===== config.mk =====
export PLATFORM = sky130hd
export DESIGN_NAME = alu_result_buffer_flat
export DESIGN_NICKNAME = d
export VERILOG_FILES = /design/src/rtl/alu_result_buffer_if.sv /design/src/rtl/alu_result_buffer.sv /design/src/flat_wrapper.sv
export SDC_FILE = /design/constraint.sdc
export NUM_CORES = 1
export LEC_CHECK = 0
export BUFFER_PORTS_ARGS = -buffer_cell sky130_fd_sc_hd__buf_2
export CORE_MARGIN = 3
export CORE_UTILIZATION = 50
export CTS_BUF_LIST = sky130_fd_sc_hd__clkbuf_4 sky130_fd_sc_hd__clkbuf_8
export DETAILED_ROUTE_END_ITERATION = 10
export PLACE_DENSITY = 0.78
export SLEW_MARGIN = 20
export SYNTH_ARGS = -nofsm -noshare
export SYNTH_HDL_FRONTEND = slang
export SYNTH_SLANG_ARGS = --single-unit

===== constraint.sdc =====
create_clock -name clk -period 1.55 [get_ports clk]
set_clock_uncertainty 0.05 [all_clocks]
set_input_delay 0.3875 -clock clk [delete_from_list [all_inputs] [get_ports clk]]
set_output_delay 0.3875 -clock clk [all_outputs]
set_load 0.005 [all_outputs]

===== src/rtl/alu_result_buffer_if.sv =====
// Handshake bundle between the ALU result path, the result buffer and the
// write-back/display consumer.
interface alu_result_buffer_if #(
  parameter int WIDTH = 4
);
  logic             in_valid;
  logic             in_ready;
  logic [WIDTH-1:0] fout;
  logic             Cin;
  logic [3:0]       Op;
  logic             out_valid;
  logic             out_ready;
  logic [WIDTH-1:0] res;
  logic [3:0]       res_op;
  logic [3:0]       flags;

  // Buffer side: accepts ALU results, presents the head entry.
  modport slave (
    input  in_valid, fout, Cin, Op, out_ready,
    output in_ready, out_valid, res, res_op, flags
  );

  // Producer/consumer side.
  modport master (
    output in_valid, fout, Cin, Op, out_ready,
    input  in_ready, out_valid, res, res_op, flags
  );
endinterface


===== src/rtl/alu_result_buffer.sv =====
// Small FIFO that tags each ALU result with {Z,N,C,P} flags and its opcode,
// decoupling the single-cycle ALU from a write-back stage that may stall.
module alu_result_buffer #(
  parameter int WIDTH = 4,
  parameter int DEPTH = 2,
  parameter int CNT_W = 8
) (
  input  logic                     clk,
  input  logic                     rst,
  alu_result_buffer_if.slave       bus,
  output logic [$clog2(DEPTH):0]   count,
  output logic [CNT_W-1:0]         stall_cnt
);

  localparam int PTR_W = $clog2(DEPTH);
  localparam logic [PTR_W:0] FULL_COUNT = (PTR_W + 1)'(DEPTH);

  logic [WIDTH-1:0] mem_res   [DEPTH];
  logic [3:0]       mem_op    [DEPTH];
  logic [3:0]       mem_flags [DEPTH];

  logic [PTR_W-1:0] wr_ptr;
  logic [PTR_W-1:0] rd_ptr;
  logic             push;
  logic             pop;
  logic [3:0]       new_flags;

  // Readiness depends only on registered occupancy, so a pop never opens a
  // push slot in the same cycle when full.
  assign bus.in_ready  = (count != FULL_COUNT);
  assign bus.out_valid = (count != '0);

  assign push = bus.in_valid  && bus.in_ready;
  assign pop  = bus.out_valid && bus.out_ready;

  // Carry passes straight through: shifter fill and adder carry share Cin.
  assign new_flags = {(bus.fout == '0), bus.fout[WIDTH-1], bus.Cin, ^bus.fout};

  assign bus.res    = mem_res[rd_ptr];
  assign bus.res_op = mem_op[rd_ptr];
  assign bus.flags  = mem_flags[rd_ptr];

  always_ff @(posedge clk or posedge rst) begin
    if (rst) begin
      for (int i = 0; i < DEPTH; i++) begin
        mem_res[i]   <= '0;
        mem_op[i]    <= '0;
        mem_flags[i] <= '0;
      end
    end else if (push) begin
      mem_res[wr_ptr]   <= bus.fout;
      mem_op[wr_ptr]    <= bus.Op;
      mem_flags[wr_ptr] <= new_flags;
    end
  end

  // Pointers wrap naturally; full/empty come from count alone.
  always_ff @(posedge clk or posedge rst) begin
    if (rst) begin
      wr_ptr <= '0;
      rd_ptr <= '0;
      count  <= '0;
    end else begin
      if (push) wr_ptr <= wr_ptr + 1'b1;
      if (pop)  rd_ptr <= rd_ptr + 1'b1;
      case ({push, pop})
        2'b10:   count <= count + 1'b1;
        2'b01:   count <= count - 1'b1;
        default: count <= count;
      endcase
    end
  end

  always_ff @(posedge clk or posedge rst) begin
    if (rst) begin
      stall_cnt <= '0;
    end else if (bus.in_valid && !bus.in_ready && (stall_cnt != '1)) begin
      stall_cnt <= stall_cnt + 1'b1;
    end
  end

endmodule


===== src/flat_wrapper.sv =====
// flat-port wrapper written by rule: the top's interface ports become plain ports
module alu_result_buffer_flat 
#(
  parameter int WIDTH = 4,
  parameter int DEPTH = 2,
  parameter int CNT_W = 8
)
  (clk, rst, count, stall_cnt, bus_in_valid, bus_fout, bus_Cin, bus_Op, bus_out_ready, bus_in_ready, bus_out_valid, bus_res, bus_res_op, bus_flags);
  alu_result_buffer_if #(.WIDTH(WIDTH)) bus_i ();
  input  logic clk;
  input  logic rst;
  output logic [$clog2(DEPTH):0] count;
  output logic [CNT_W-1:0] stall_cnt;
  input wire logic [$bits(bus_i.in_valid)-1:0] bus_in_valid;
  input wire logic [$bits(bus_i.fout)-1:0] bus_fout;
  input wire logic [$bits(bus_i.Cin)-1:0] bus_Cin;
  input wire logic [$bits(bus_i.Op)-1:0] bus_Op;
  input wire logic [$bits(bus_i.out_ready)-1:0] bus_out_ready;
  output wire logic [$bits(bus_i.in_ready)-1:0] bus_in_ready;
  output wire logic [$bits(bus_i.out_valid)-1:0] bus_out_valid;
  output wire logic [$bits(bus_i.res)-1:0] bus_res;
  output wire logic [$bits(bus_i.res_op)-1:0] bus_res_op;
  output wire logic [$bits(bus_i.flags)-1:0] bus_flags;
  assign bus_i.in_valid = bus_in_valid;
  assign bus_i.fout = bus_fout;
  assign bus_i.Cin = bus_Cin;
  assign bus_i.Op = bus_Op;
  assign bus_i.out_ready = bus_out_ready;
  assign bus_in_ready = bus_i.in_ready;
  assign bus_out_valid = bus_i.out_valid;
  assign bus_res = bus_i.res;
  assign bus_res_op = bus_i.res_op;
  assign bus_flags = bus_i.flags;
  alu_result_buffer #(.WIDTH(WIDTH), .DEPTH(DEPTH), .CNT_W(CNT_W)) u_core (.clk(clk), .rst(rst), .bus(bus_i), .count(count), .stall_cnt(stall_cnt));
endmodule

==> summary.md <==
Clock network
• CTS tree: built
• total CTS buffers: 5
• buffer cell driving the clock tree root: sky130_fd_sc_hd__clkbuf_4
• clock input transition at the sequential cells of the worst setup and hold paths: 0.12 ns
• hold bufs inserted after CTS: 0
• number of H-tree levels: 2
• clock latency on the worst-skew pair: 0.33 ns
• CTS Sinks: 34
• Max clock buf depth: 2

STA
• RSZ-0062 raised after global routing: yes
• Setup Total Neg Slack: -2.61 ns
• clock period minus worst slack: 1.78 ns
• transition at the pin with the smallest max-transition slack: 0.419 ns
• Final Worst Setup Slack: -0.226 ns
• FMAX: 0.563 GHz
• tightest slew margin relative to the limit: 72.1%
• number of setup violations in the final report: 14
• final clock period utilization by the worst path: 115%
• count of endpoints failing hold in the final timing report: 0
• count of pins over their slew limit: 0

Place
• Placer Congestion: 0.852
• count of input and output buffers: 36
• area of placed instances: 2000 sq um
• hpwl dp: 2380 um
• number of placed cells counting well taps: 213

Worst setup path
• biggest cell delay along the critical path: 0.42 ns
• kind of cell adding the most delay to the critical path: flip-flops
• worst path required time: 1.11 ns
• crit-path cells: buf_4 > mux2_2 > buf_2
• critical path fanouts, max: 3
• startpoint class of the critical path: flip-flop
• type of the worst setup path: reg2out
• Buf+Inv Stages, Crit Path: 2
• Worst path slowest cell: sky130_fd_sc_hd__dfrtp_1
• CP arrival: 1.34 ns
• Setup crit end kind: output port

Power and ir drop
• combinational group share of total power: 53.7%
• peak supply drop: 0.00109 V
• Reg power frac: 35.0%
• relative contribution of the clock network to total power: 11.3%
• Pleak: 1.11 nW
• power density over the cells: 2050 nW/um^2
• Sw Ratio: 31.5%
• total power consumption of the routed design: 0.00456 W
• P_sw: 0.00144 W
• cell-internal power: 0.00312 W

Floorplanning
• floorplan die height: 64.1 um
• Boundary Pins: 37
• starting density of the core: 54.0%
• floorplan die area: 4110 sq um
• cell row count: 20
• placeable core region: 3130 sq um
• horizontal die dimension: 64.1 um

Global routing
• largest net degree at the start of global routing: 35
• vias in the first global route: 1243
• number of antenna violations at the first check in global routing: 0
• Overall Global Routing Usage: 17.7%
• aggregate global routing overflow: 0
• wire length of the first global-routing pass: 5640 um

Drt
• Iter 0 DRT Violations: 51
• DRT antenna net count: 0
• post-detailed-route DRC marker count: 0
• Total Wirelength: 3290 um
• routed via count: 1150
• Avg WL per Cell: 14.7 um
• number of iterations in the first detailed-routing pass: 4
• post-DR vias/cell: 5.13

Logic synthesis
• Syn Nets: 140
• average size of a mapped cell: 13.7 sq um
• area of the mapped netlist: 1690 sq um
• Synth top area share: 50.4%
• sequential fraction of the synthesis area: 50.4%
• area leader, netlist: sky130_fd_sc_hd__dfrtp_1
• unique cell type count in the Yosys netlist: 31
• number of storage elements in the synthesis netlist: 34
• Area contributors post-synth: sky130_fd_sc_hd__dfrtp_1, sky130_fd_sc_hd__mux2_2, sky130_fd_sc_hd__mux2_4, sky130_fd_sc_hd__xor2_1, sky130_fd_sc_hd__ha_1
• synthesized instance count: 123
• warnings from Yosys: 0

Cells and area
• commonest cells after routing, fill and taps aside: sky130_fd_sc_hd__dfrtp_1, sky130_fd_sc_hd__buf_2, sky130_fd_sc_hd__mux2_4
• Final #Nets: 196
• area delta synth->final: 31.5%
• end-of-flow core utilization: 71.0%
• # diodes: 0
• Finished Layout Cells: 224
• share of cells above drive strength 1: 60.6%
• most common library cell in the layout ignoring fill and taps: sky130_fd_sc_hd__dfrtp_1
• Non-Filler Cell Area, Final: 2220 sq um

Status
• outcome: finished with violations
• violations in the final reports: negative setup slack

Run
• reported max-cap violation count: 0

Min path
• class of the tightest hold or removal check: in2async

## registers in the layout, indices dropped and copies added, names as in the netlist
name / count
u_core.mem_flags: 8
u_core.mem_op: 8
u_core.mem_res: 6
u_core.stall_cnt: 8
u_core.wr_ptr: 1
u_core.rd_ptr: 1
u_core.count: 2
## area by class of cell
cell class,count,area [sq um]
multi-input combinational,79,841
sequential,34,853
fill,222,908
clock inverter,2,12.5
tap,44,55.1
inverter,6,22.5
clock buffer,6,51.3
timing repair buffer,53,384
## power groups by stage
stage	clock network, W	registers, W	logic [W]
after floorplan	0	0.00156	0.00127
after global placement	0	0.00156	0.00190
after detailed placement	0	0.00160	0.00196
after CTS	0.000533	0.00159	0.00243
after global routing	0.000574	0.00165	0.00265
final	0.000517	0.00159	0.00245
## logic make-up after synthesis
kind of cell             synth area share (%)
adder cells (fa/ha/maj)                  2.97
flip-flops                               50.4
multiplexers                             26.2
buffers and inverters                    3.41
XOR/XNOR                                 5.19
AND/OR/NAND/NOR                          9.34
AO/OA/AOI/OAI                            2.45
## worst reg2reg max path, stage by stage (launching register included)
cell and delay, ns:
sky130_fd_sc_hd__dfrtp_2 0.45, sky130_fd_sc_hd__or2_4 0.25, sky130_fd_sc_hd__and2_4 0.15, sky130_fd_sc_hd__ha_4 0.15, sky130_fd_sc_hd__xnor2_1 0.13, sky130_fd_sc_hd__nor2_1 0.07, sky130_fd_sc_hd__xor2_1 0.16
## path summary, 6_finish.rpt
| check | endpoint | slack [ns] | startpoint | cells after the start |
|---|---|---|---|---|
| worst max-delay path | bus_res_op[2] | -0.23 | u_core.rd_ptr | 3 |
| max in group asynchronous | u_core.count[1] | 1.04 | rst | 3 |
| worst min-delay path | u_core.mem_flags[0] | 0.07 | rst | 3 |
| worst max register to register | u_core.count[1] | 0.03 | u_core.count[0] | 6 |
| worst min register to register | u_core.mem_flags[7] | 0.47 | u_core.mem_flags[7] | 1 |
| min in group clk | u_core.mem_op[2] | 0.25 | bus_Op[2] | 2 |
## through the flow
stage | setup WS, ns | hold WS, ns
floorplan | 0.0000392 | 0.424
global placement | 0.0188 | 0.432
detailed placement | -0.0494 | 0.441
CTS | -0.247 | 0.0785
global route | -0.303 | 0.102
finish | -0.226 | 0.0677
## metal layers
| metal | vias up | GRT usage [%] | part of all wire, % |
|---|---|---|---|
| li1 | 546 | - | - |
| met1 | 568 | 20.4 | 40 |
| met2 | 30 | 31.6 | 54 |
| met3 | 6 | 5.45 | 4.9 |
| met4 | 0 | 4.75 | 1.3 |
| met5 | - | 0 | 0 |
## Yosys cell counts (all sizes together)
cell	number
a211oi	3
a21o	1
a31oi	1
and2	2
and3	1
and4	1
buf	4
dfrtp	34
ha	4
inv	6
mux2	36
nand2	3
nand2b	1
nand3	5
nand3b	1
nand4	1
nor2	2
nor2b	1
nor3	2
nor3b	1
nor4	1
o21ai	1
or2	1
xnor2	4
xor2	6
## repair_timing
action                     in CTS  in global routing
resized for setup              22                  3
setup buffers                   2                  1
setup endpoints to repair      15                 17
pin swaps                       1                  3
(Power assumes the default switching activity.)
